==> src/rtl/traffic_pkg.sv <==
// Shared definitions for the traffic-light front end: lane state encoding and
// default timing/width constants.
package traffic_pkg;

   typedef enum logic [1:0] {
      ST_IDLE    = 2'd0,
      ST_QUAL    = 2'd1,
      ST_PRESENT = 2'd2,
      ST_RELEASE = 2'd3
   } lane_state_t;

   localparam int DEB_ON_DEF  = 4;
   localparam int DEB_OFF_DEF = 4;
   localparam int CNT_W_DEF   = 8;

endpackage

==> src/rtl/sensor_conditioner_if.sv <==
// Bundle of raw sensor inputs and conditioned outputs for both roads.
interface sensor_conditioner_if #(
   parameter int CNT_W = traffic_pkg::CNT_W_DEF
);
   logic             sa_raw;
   logic             sb_raw;
   logic             cnt_clr;
   logic             sa_det;
   logic             sb_det;
   logic             sa_arrive;
   logic             sb_arrive;
   logic [CNT_W-1:0] sa_count;
   logic [CNT_W-1:0] sb_count;

   modport master (
      output sa_raw, sb_raw, cnt_clr,
      input  sa_det, sb_det, sa_arrive, sb_arrive, sa_count, sb_count
   );

   modport slave (
      input  sa_raw, sb_raw, cnt_clr,
      output sa_det, sb_det, sa_arrive, sb_arrive, sa_count, sb_count
   );
endinterface

==> src/rtl/sensor_lane.sv <==
// One road: two-flop synchroniser, asymmetric debounce FSM, arrival pulse and
// saturating arrival counter.
//
// state   | meaning
// IDLE    | no vehicle, det=0
// QUAL    | input high, counting toward DEB_ON, det=0
// PRESENT | vehicle present, det=1
// RELEASE | input low, counting toward DEB_OFF, det=1
module sensor_lane
   import traffic_pkg::*;
#(
   parameter int DEB_ON  = DEB_ON_DEF,
   parameter int DEB_OFF = DEB_OFF_DEF,
   parameter int CNT_W   = CNT_W_DEF
) (
   input  logic             clk,
   input  logic             reset,
   input  logic             i_raw,
   input  logic             i_cnt_clr,
   output logic             o_det,
   output logic             o_arrive,
   output logic [CNT_W-1:0] o_count
);

   localparam logic [7:0]       ON_LAST  = 8'(DEB_ON - 1);
   localparam logic [7:0]       OFF_LAST = 8'(DEB_OFF - 1);
   localparam logic [CNT_W-1:0] CNT_MAX  = '1;

   logic             r_s1;
   logic             r_s2;
   lane_state_t      r_state;
   logic [7:0]       r_dcnt;
   logic             r_det;
   logic             r_arrive;
   logic [CNT_W-1:0] r_count;

   always_ff @(posedge clk or posedge reset) begin
      if (reset) begin
         r_s1     <= 1'b0;
         r_s2     <= 1'b0;
         r_state  <= ST_IDLE;
         r_dcnt   <= 8'd0;
         r_det    <= 1'b0;
         r_arrive <= 1'b0;
      end else begin
         r_s1     <= i_raw;
         r_s2     <= r_s1;
         r_arrive <= 1'b0;
         case (r_state)
            ST_IDLE: begin
               if (r_s2) begin
                  if (DEB_ON == 1) begin
                     r_state  <= ST_PRESENT;
                     r_det    <= 1'b1;
                     r_arrive <= 1'b1;
                     r_dcnt   <= 8'd0;
                  end else begin
                     r_state <= ST_QUAL;
                     r_dcnt  <= 8'd1;
                  end
               end
            end
            ST_QUAL: begin
               if (!r_s2) begin
                  r_state <= ST_IDLE;
                  r_dcnt  <= 8'd0;
               end else if (r_dcnt == ON_LAST) begin
                  r_state  <= ST_PRESENT;
                  r_det    <= 1'b1;
                  r_arrive <= 1'b1;
                  r_dcnt   <= 8'd0;
               end else begin
                  r_dcnt <= r_dcnt + 8'd1;
               end
            end
            ST_PRESENT: begin
               if (!r_s2) begin
                  if (DEB_OFF == 1) begin
                     r_state <= ST_IDLE;
                     r_det   <= 1'b0;
                     r_dcnt  <= 8'd0;
                  end else begin
                     r_state <= ST_RELEASE;
                     r_dcnt  <= 8'd1;
                  end
               end
            end
            ST_RELEASE: begin
               // A dropout that recovers in time is not a new arrival.
               if (r_s2) begin
                  r_state <= ST_PRESENT;
                  r_dcnt  <= 8'd0;
               end else if (r_dcnt == OFF_LAST) begin
                  r_state <= ST_IDLE;
                  r_det   <= 1'b0;
                  r_dcnt  <= 8'd0;
               end else begin
                  r_dcnt <= r_dcnt + 8'd1;
               end
            end
            default: begin
               r_state <= ST_IDLE;
               r_det   <= 1'b0;
               r_dcnt  <= 8'd0;
            end
         endcase
      end
   end

   // Clear wins over a coincident arrival.
   always_ff @(posedge clk or posedge reset) begin
      if (reset) begin
         r_count <= '0;
      end else if (i_cnt_clr) begin
         r_count <= '0;
      end else if (r_arrive && (r_count != CNT_MAX)) begin
         r_count <= r_count + 1'b1;
      end
   end

   assign o_det    = r_det;
   assign o_arrive = r_arrive;
   assign o_count  = r_count;

endmodule

==> src/rtl/sensor_conditioner.sv <==
// Vehicle-loop front end: two independent sensor lanes sharing the counter
// clear, feeding the traffic controller's Sa/Sb inputs.
module sensor_conditioner
   import traffic_pkg::*;
#(
   parameter int DEB_ON  = DEB_ON_DEF,
   parameter int DEB_OFF = DEB_OFF_DEF,
   parameter int CNT_W   = CNT_W_DEF
) (
   input  logic                 clk,
   input  logic                 reset,
   sensor_conditioner_if.slave  io_bus
);

   sensor_lane #(
      .DEB_ON  (DEB_ON),
      .DEB_OFF (DEB_OFF),
      .CNT_W   (CNT_W)
   ) u_lane_a (
      .clk       (clk),
      .reset     (reset),
      .i_raw     (io_bus.sa_raw),
      .i_cnt_clr (io_bus.cnt_clr),
      .o_det     (io_bus.sa_det),
      .o_arrive  (io_bus.sa_arrive),
      .o_count   (io_bus.sa_count)
   );

   sensor_lane #(
      .DEB_ON  (DEB_ON),
      .DEB_OFF (DEB_OFF),
      .CNT_W   (CNT_W)
   ) u_lane_b (
      .clk       (clk),
      .reset     (reset),
      .i_raw     (io_bus.sb_raw),
      .i_cnt_clr (io_bus.cnt_clr),
      .o_det     (io_bus.sb_det),
      .o_arrive  (io_bus.sb_arrive),
      .o_count   (io_bus.sb_count)
   );

endmodule

==> src/flat_wrapper.sv <==
// flat-port wrapper written by rule: the top's interface ports become plain ports
module sensor_conditioner_flat import traffic_pkg::*;
#(
   parameter int DEB_ON  = DEB_ON_DEF,
   parameter int DEB_OFF = DEB_OFF_DEF,
   parameter int CNT_W   = CNT_W_DEF
)
  (clk, reset, io_bus_sa_raw, io_bus_sb_raw, io_bus_cnt_clr, io_bus_sa_det, io_bus_sb_det, io_bus_sa_arrive, io_bus_sb_arrive, io_bus_sa_count, io_bus_sb_count);
  sensor_conditioner_if #(.CNT_W(CNT_W)) io_bus_i ();
  input  logic clk;
  input  logic reset;
  input wire logic [$bits(io_bus_i.sa_raw)-1:0] io_bus_sa_raw;
  input wire logic [$bits(io_bus_i.sb_raw)-1:0] io_bus_sb_raw;
  input wire logic [$bits(io_bus_i.cnt_clr)-1:0] io_bus_cnt_clr;
  output wire logic [$bits(io_bus_i.sa_det)-1:0] io_bus_sa_det;
  output wire logic [$bits(io_bus_i.sb_det)-1:0] io_bus_sb_det;
  output wire logic [$bits(io_bus_i.sa_arrive)-1:0] io_bus_sa_arrive;
  output wire logic [$bits(io_bus_i.sb_arrive)-1:0] io_bus_sb_arrive;
  output wire logic [$bits(io_bus_i.sa_count)-1:0] io_bus_sa_count;
  output wire logic [$bits(io_bus_i.sb_count)-1:0] io_bus_sb_count;
  assign io_bus_i.sa_raw = io_bus_sa_raw;
  assign io_bus_i.sb_raw = io_bus_sb_raw;
  assign io_bus_i.cnt_clr = io_bus_cnt_clr;
  assign io_bus_sa_det = io_bus_i.sa_det;
  assign io_bus_sb_det = io_bus_i.sb_det;
  assign io_bus_sa_arrive = io_bus_i.sa_arrive;
  assign io_bus_sb_arrive = io_bus_i.sb_arrive;
  assign io_bus_sa_count = io_bus_i.sa_count;
  assign io_bus_sb_count = io_bus_i.sb_count;
  sensor_conditioner #(.DEB_ON(DEB_ON), .DEB_OFF(DEB_OFF), .CNT_W(CNT_W)) u_core (.clk(clk), .reset(reset), .io_bus(io_bus_i));
endmodule
==> config.mk <==
export PLATFORM = sky130hd
export DESIGN_NAME = sensor_conditioner_flat
export DESIGN_NICKNAME = d
export VERILOG_FILES = /design/src/rtl/traffic_pkg.sv /design/src/rtl/sensor_conditioner_if.sv /design/src/rtl/sensor_lane.sv /design/src/rtl/sensor_conditioner.sv /design/src/flat_wrapper.sv
export SDC_FILE = /design/constraint.sdc
export NUM_CORES = 1
export LEC_CHECK = 0
export CORE_ASPECT_RATIO = 0.9
export CORE_MARGIN = 5
export CORE_UTILIZATION = 39
export CTS_BUF_LIST = sky130_fd_sc_hd__clkbuf_2 sky130_fd_sc_hd__clkbuf_4 sky130_fd_sc_hd__clkbuf_8
export CTS_CLUSTER_DIAMETER = 80
export CTS_CLUSTER_SIZE = 28
export DETAILED_ROUTE_END_ITERATION = 12
export PLACE_DENSITY = 0.66
export SETUP_SLACK_MARGIN = 0.2
export SLEW_MARGIN = 20
export SYNTH_ARGS = -nofsm -noshare
export SYNTH_HDL_FRONTEND = slang
export SYNTH_HIERARCHICAL = 1
export SYNTH_SLANG_ARGS = --single-unit
export TNS_END_PERCENT = 50
==> constraint.sdc <==
create_clock -name clk -period 2.07 [get_ports clk]
set_input_delay 0.207 -clock clk [delete_from_list [all_inputs] [get_ports clk]]
set_output_delay 0.207 -clock clk [all_outputs]
set_load 0.05 [all_outputs]
==> results of run 1 <==
## synth_stat cells (5+ instances only)
cell type	instances	area, um^2
a21oi_1	9	45.0
xor2_1	10	87.6
inv_1	6	22.5
nor3_1	6	30.0
nor2_1	20	75.1
nand4_1	5	31.3
a31oi_1	6	37.5
and4_1	5	43.8
nand2_1	14	52.6
nand3_1	13	65.1
dfrtp_1	44	1100
o21ai_0	7	35.0
## path summary, 6_finish.rpt
| kind | start | end |
|---|---|---|
| max reg2reg | u_core/u_lane_b/r_dcnt[0]$_DFFE_PP0P_ | u_core/u_lane_b/o_det$_DFFE_PP0P_ |
| max in group asynchronous | reset | u_core/u_lane_b/o_det$_DFFE_PP0P_ |
| max | u_core/u_lane_a/o_count[3]$_DFFE_PP0P_ | io_bus_sa_count[3] |
| min reg2reg | u_core/u_lane_b/r_s1$_DFF_PP0_ | u_core/u_lane_b/r_s2$_DFF_PP0_ |
| min | reset | u_core/u_lane_a/r_dcnt[2]$_DFFE_PP0P_ |
| min in group clk | u_core/u_lane_b/r_s1$_DFF_PP0_ | u_core/u_lane_b/r_s2$_DFF_PP0_ |
## placed cells by master, fill, tap and decap left out, drive strengths merged, types with 3 or more instances in the layout
cell / n
xnor2: 4
clkbuf: 5
a22o: 3
inv: 6
and3: 3
nor3: 8
o211ai: 3
nand4: 5
nand2: 14
a21boi: 3
nor2: 20
a21oi: 11
a31oi: 6
and4: 5
nand3: 13
o21ai: 10
a211oi: 4
clkdlybuf4s50: 22
buf: 4
ha: 4
dfrtp: 44
xor2: 11
## layout make-up
class / count / area, um^2
Clock buffer: 5 / 68.8
Fill cell: 491 / 2710
Multi-Input combinational cell: 151 / 1000
Tap cell: 67 / 83.8
Sequential cell: 44 / 1100
Clock inverter: 2 / 60.1
Timing Repair Buffer: 28 / 272
Inverter: 6 / 22.5
## cells by family after synthesis
kind of cell,after synthesis
xor gates and xnor gates,15
and+or+nand+nor,79
DFF,44
adders and majority gates,4
buffers and inverters,12
muxes,2
AOI/OAI and AO/OA,51
## layer usage
layer | vias up | GRT usage | part of all wire
met5 | - | 0 | 0
met3 | 3 | 0.0349 | 0.049
met4 | 0 | 0.0272 | 0.0053
met1 | 794 | 0.166 | 0.50
met2 | 35 | 0.188 | 0.45
li1 | 822 | - | -
## worst reg2reg max path: cells and delay by family (launching register included)
kind,cells,cell delay [ns]
simple gates,2,0.61
compound gates,1,0.33
fa+ha+maj,1,0.24
flops,1,0.42
## report_power, final
group / switching, uW / leakage, uW / internal, uW
registers: 137 / 0.000581 / 954
clock network: 284 / 0.0000642 / 475
logic: 312 / 0.000491 / 209
total: 733 / 0.00114 / 1640
## stage by stage
stage	setup WS, ns	hold slack, ns	instances	instance area, um^2
2_1_floorplan	0.275	0.196	207	2160
3_3_place_gp	0.403	0.335	296	2480
3_5_place_dp	0.388	0.337	296	2480
4_1_cts	0.210	0.284	303	2610
5_1_grt	0.155	0.310	303	2610
6_report	0.243	0.277	303	2610
## state kept, by name (all words and copies together), names as in the netlist, 8 cells and up, named ones only
register and count:
u_core/u_lane_a/o_count 8, u_core/u_lane_b/r_dcnt 8, u_core/u_lane_a/r_dcnt 8, u_core/u_lane_b/o_count 8
## timing repair
action	4_1_cts	5_1_grt
gates resized for setup	1	1
setup endpoints to repair	1	3
setup buffers	0	0
==> results.py, run 1 <==
metrics = {
    "setup_path": {
        "crit_arrival_ns": 1.62,
        "crit_chain": "clkdlybuf4s50_1",
        "worst_setup_path_end_kind": "primary output",
        "critPathMaxFanout": 7,
        "cp-start-kind": "register",
        "r2r_cells": 4,
        "rrSetupSlack_ns": 0.36,
        "path_delay_family": "buffers and inverters",
        "crit_type": "register to primary output",
        "cpMaxStageDelayCell": "clkdlybuf4s50_1",
        "crit_cells": 1,
        "cpPeakStageDelay_ns": 0.85,
        "worst_ep_required_time_ns": 1.86,
        "critPathBufInv": 1,
    },
    "synth": {
        "synthSimpleGateAreaFrac": 0.200,
        "synthFlopType": "dfrtp_1",
        "synth_top_family_by_area": "simple AND/OR/NAND/NOR gates",
        "yosys_warnings": 6,
        "ys_ff_latch": 44,
        "synth_fp_nets": 216,
        "async_flop_share": 1.00,
        "synth_cells": 207,
        "synth_compound_area_frac": 0.168,
        "muxShareOfSynthArea": 0.00927,
        "synth_xor_xnor_area_share": 0.0643,
        "synth_area_um2": 2160,
        "avgSynthCellArea_um2": 10.4,
        "synth-edff-count": 0,
        "seq_area_frac_synth": 0.510,
        "synth_fa_ha_area_frac": 0.0232,
        "yosysUniqueCellTypes": 46,
    },
    "timing": {
        "max_freq_ghz": 0.547,
        "fin_setup_tns_ns": 0,
        "hold_violations": 0,
        "slew_headroom": 0.662,
        "worstMarginPinSlew_ns": 0.505,
        "grt_setup_unrepaired": "yes",
        "setup_viol": 0,
        "clock_skew_ns": 0.00426,
        "min_period_ns": 1.83,
        "slew_viol_final": 0,
        "period_share": 0.882,
    },
    "route": {
        "wirelength_mm": 3.97,
        "vias": 1654,
        "ant_nets": 0,
        "drt_iter0_drc": 41,
        "drc": 0,
        "viasPerCell": 5.46,
        "wire_per_inst_um": 13.1,
        "firstDrtPassIters": 4,
    },
    "clock_tree": {
        "clk_pin_slew_ns": 0.08,
        "hold_buffers": 0,
        "clock_latency_ns": 0.29,
        "clockBufferDepth": 2,
        "htreeDepth": 2,
        "numCtsBuffers": 5,
        "cts_tree": "yes",
        "cts_sinks": 44,
        "root_buffer": "clkbuf_8",
    },
    "grt": {
        "grt_use_total": 0.121,
        "grt_pass1_wl_mm": 6.90,
        "grt_max_degree": 23,
        "antenna_found_initial": 0,
        "first_global_vias": 1549,
        "overflow": 0,
    },
    "finish": {
        "drive_gt1_frac": 0.0890,
        "final_core_util": 0.491,
        "fin_nets": 245,
        "diodes": 0,
        "syn_to_final_growth_pct": 21.0,
    },
    "floorplan": {
        "die_h_um": 80.6,
        "dieArea_um2": 7130,
        "ios": 25,
        "coreArea_um2": 5320,
        "rows": 25,
        "dieWidth_um": 88.4,
        "initial_core_util": 0.406,
    },
    "power": {
        "cellPowerDensity_nw_per_um2": 908,
        "ir_drop_uv": 538,
        "leakage_uw": 0.00114,
        "fin_total_pwr_uw": 2370,
    },
    "outcome": {
        "status": "finished, final reports clean",
    },
    "hold_path": {
        "hp-class": "input pin to asynchronous set/reset pin",
    },
    "placed_design": {
        "hpwlAfterDp_mm": 2.80,
        "io_buffers": 24,
        "globalplace.congestion": 0.796,
    },
    "run": {
        "maxCapViolCount": 0,
    },
}
Power figures use the tool's default switching activity.
==> inputs of run 2 (changes only) <==
DONT_BUFFER_PORTS = 1   (was unset)
PLACE_DENSITY = 0.63   (was 0.66)
==> run 2 against run 1 <==
  * Fmax is 8.4% higher
  * Die area stayed put
  * Critical path depth grew 5
  * Sequential share of layout area rose by 2.0 points
  * Clock power fell by 26%
  * Register-to-register slack improved by 0.02 ns
  * Via count down 2.5%
  * Wire length grew 3.0%
  * Critical path type is now register to register
  * Sequential power hardly changed
  * Non-clock buffer count shrank 5
==> results.py, run 2 (synthesis gave the netlist of run 1 again) <==
metrics = {
    "outcome": {
        "status": "finished, final reports clean",
    },
    "timing": {
        "grt_setup_unrepaired": "no",
        "hold_violations": 0,
        "fin_setup_tns_ns": 0,
        "setup_viol": 0,
        "clock_skew_ns": 0.00295,
        "max_freq_ghz": 0.593,
        "slew_headroom": 0.455,
        "min_period_ns": 1.69,
        "slew_viol_final": 0,
        "period_share": 0.814,
        "worstMarginPinSlew_ns": 0.817,
        "setup_slack_ns": 0.385,
    },
    "placed_design": {
        "io_buffers": 0,
        "pre_cts_ws_ns": 0.383,
        "dpl_cell_area_um2": 2350,
        "globalplace.congestion": 0.810,
        "hpwlAfterDp_mm": 2.97,
    },
    "grt": {
        "first_global_vias": 1527,
        "antenna_found_initial": 0,
        "grt_pass1_wl_mm": 7.13,
        "overflow": 0,
        "grt_max_degree": 23,
        "grt_use_total": 0.127,
    },
    "floorplan": {
        "ios": 25,
        "die_h_um": 80.6,
        "dieArea_um2": 7130,
        "rows": 25,
        "initial_core_util": 0.406,
        "coreArea_um2": 5320,
        "dieWidth_um": 88.4,
    },
    "setup_path": {
        "worst_ep_required_time_ns": 2.24,
        "r2r_cells": 6,
        "critPathMaxFanout": 11,
        "worst_setup_path_end_kind": "register",
        "r2r-end": "u_core/u_lane_a/r_dcnt[7]$_DFFE_PP0P_",
        "cpPeakStageDelay_ns": 0.38,
        "crit_type": "register to register",
        "r2r_start": "u_core/u_lane_a/r_dcnt[0]$_DFFE_PP0P_",
        "cp-start-kind": "register",
        "rrSetupSlack_ns": 0.38,
        "crit_arrival_ns": 1.86,
        "cpMaxStageDelayCell": "dfrtp_1",
        "crit_chain": "ha_1, nor4b_4, a211oi_2, buf_4, o211a_1, a221o_1",
    },
    "power": {
        "ir_drop_uv": 578,
        "p_seq_frac": 0.507,
        "p_switching_uw": 707,
        "internal-power_uw": 1450,
        "leakage_uw": 0.00112,
        "cellPowerDensity_nw_per_um2": 866,
        "switching_share": 0.328,
        "pwr-share-clk": 0.260,
        "fin_total_pwr_uw": 2160,
        "power.share.combinational": 0.233,
    },
    "finish": {
        "final_cell_mix": "44 x dfrtp_1, 20 x nor2_1, 19 x buf_4, 14 x nand2_1, 13 x nand3_1",
        "diodes": 0,
        "fin_area_um2": 2490,
        "drive_gt1_frac": 0.159,
        "fin_nets": 240,
        "syn_to_final_growth_pct": 15.4,
        "final_common_cell": "dfrtp_1",
        "final_core_util": 0.469,
    },
    "clock_tree": {
        "cts_setup_buffers": 0,
        "clk_pin_slew_ns": 0.07,
        "clock_latency_ns": 0.28,
        "cts_resized": 0,
        "clockBufferDepth": 2,
        "hold_buffers": 4,
        "root_buffer": "clkbuf_8",
        "htreeDepth": 2,
        "numCtsBuffers": 5,
        "cts_sinks": 44,
        "cts_tree": "yes",
    },
    "route": {
        "viasPerCell": 5.39,
        "ant_nets": 0,
        "vias": 1612,
        "drt_iter0_drc": 116,
        "wire_per_inst_um": 13.7,
        "wirelength_mm": 4.09,
        "drc": 0,
        "firstDrtPassIters": 4,
    },
    "run": {
        "maxCapViolCount": 0,
    },
    "hold_path": {
        "hold_end": "u_core/u_lane_a/o_count[5]$_DFFE_PP0P_",
        "min_path_cells": 2,
        "hp-class": "input pin to register",
        "hp-start": "io_bus_cnt_clr",
    },
}
run 2: changes by cell type in the layout (fill, tap and decap cells not counted):
cell	before	now
buf_4	4	19
bufinv_16	2	0
clkbuf_4	0	2
clkbuf_8	5	6
clkdlybuf4s50_1	22	0
dlygate4sd2_1	1	0
dlygate4sd3_1	0	4
dlymetal6s2s_1	1	0
run 2: per-layer routing:
layer / vias to the layer above / GRT usage / share of wire
li1: 809 / - / -
met1: 769 / 0.174 / 0.49
met2: 27 / 0.191 / 0.44
met3: 7 / 0.0421 / 0.055
met4: 0 / 0.0393 / 0.012
met5: - / 0 / 0
run 2: power by group through the flow:
| stage | clock (uW) | sequential, uW | combinational (uW) |
|---|---|---|---|
| floorplan | 0 | 1080 | 424 |
| global placement | 0 | 1110 | 490 |
| detailed placement | 0 | 1110 | 494 |
| CTS | 584 | 1090 | 505 |
| global route | 634 | 1110 | 565 |
| finish | 561 | 1090 | 502 |
run 2: worst max-delay path by stage:
stage | startpoint | to | slack (ns) | depth (start not counted)
floorplan | u_core/u_lane_b/o_count[0]$_DFFE_PP0P_ | u_core/u_lane_b/o_count[5]$_DFFE_PP0P_ | 0.27 | 5
global placement | u_core/u_lane_b/r_dcnt[0]$_DFFE_PP0P_ | u_core/u_lane_b/o_det$_DFFE_PP0P_ | 0.44 | 4
detailed placement | u_core/u_lane_a/r_dcnt[0]$_DFFE_PP0P_ | u_core/u_lane_a/r_dcnt[7]$_DFFE_PP0P_ | 0.38 | 6
CTS | u_core/u_lane_a/r_dcnt[0]$_DFFE_PP0P_ | u_core/u_lane_a/r_dcnt[7]$_DFFE_PP0P_ | 0.38 | 6
global route | u_core/u_lane_b/r_dcnt[0]$_DFFE_PP0P_ | u_core/u_lane_b/o_det$_DFFE_PP0P_ | 0.23 | 5
finish | u_core/u_lane_a/r_dcnt[0]$_DFFE_PP0P_ | u_core/u_lane_a/r_dcnt[7]$_DFFE_PP0P_ | 0.38 | 6
run 2: critical path, delay by kind of cell, from the launching register on:
family	cells	cell delay (ns)
AOI/OAI and AO/OA	3	0.47
and+or+nand+nor	1	0.32
buffers and inverters	1	0.18
adders and majority gates	1	0.22
DFF	1	0.38
run 2: stage by stage:
step | std cells | hold WS, ns
floorplan | 207 | 0.196
global placement | 287 | 0.239
detailed placement | 287 | 0.239
CTS | 299 | 0.0719
global route | 299 | 0.0625
finish | 299 | 0.0834
run 2: final cells by class:
cell class / count / area [um^2]
Timing Repair Buffer: 23 / 183
Multi-Input combinational cell: 151 / 1000
Fill cell: 502 / 2830
Sequential cell: 44 / 1100
Clock buffer: 8 / 97.6
Tap cell: 67 / 83.8
Inverter: 6 / 22.5
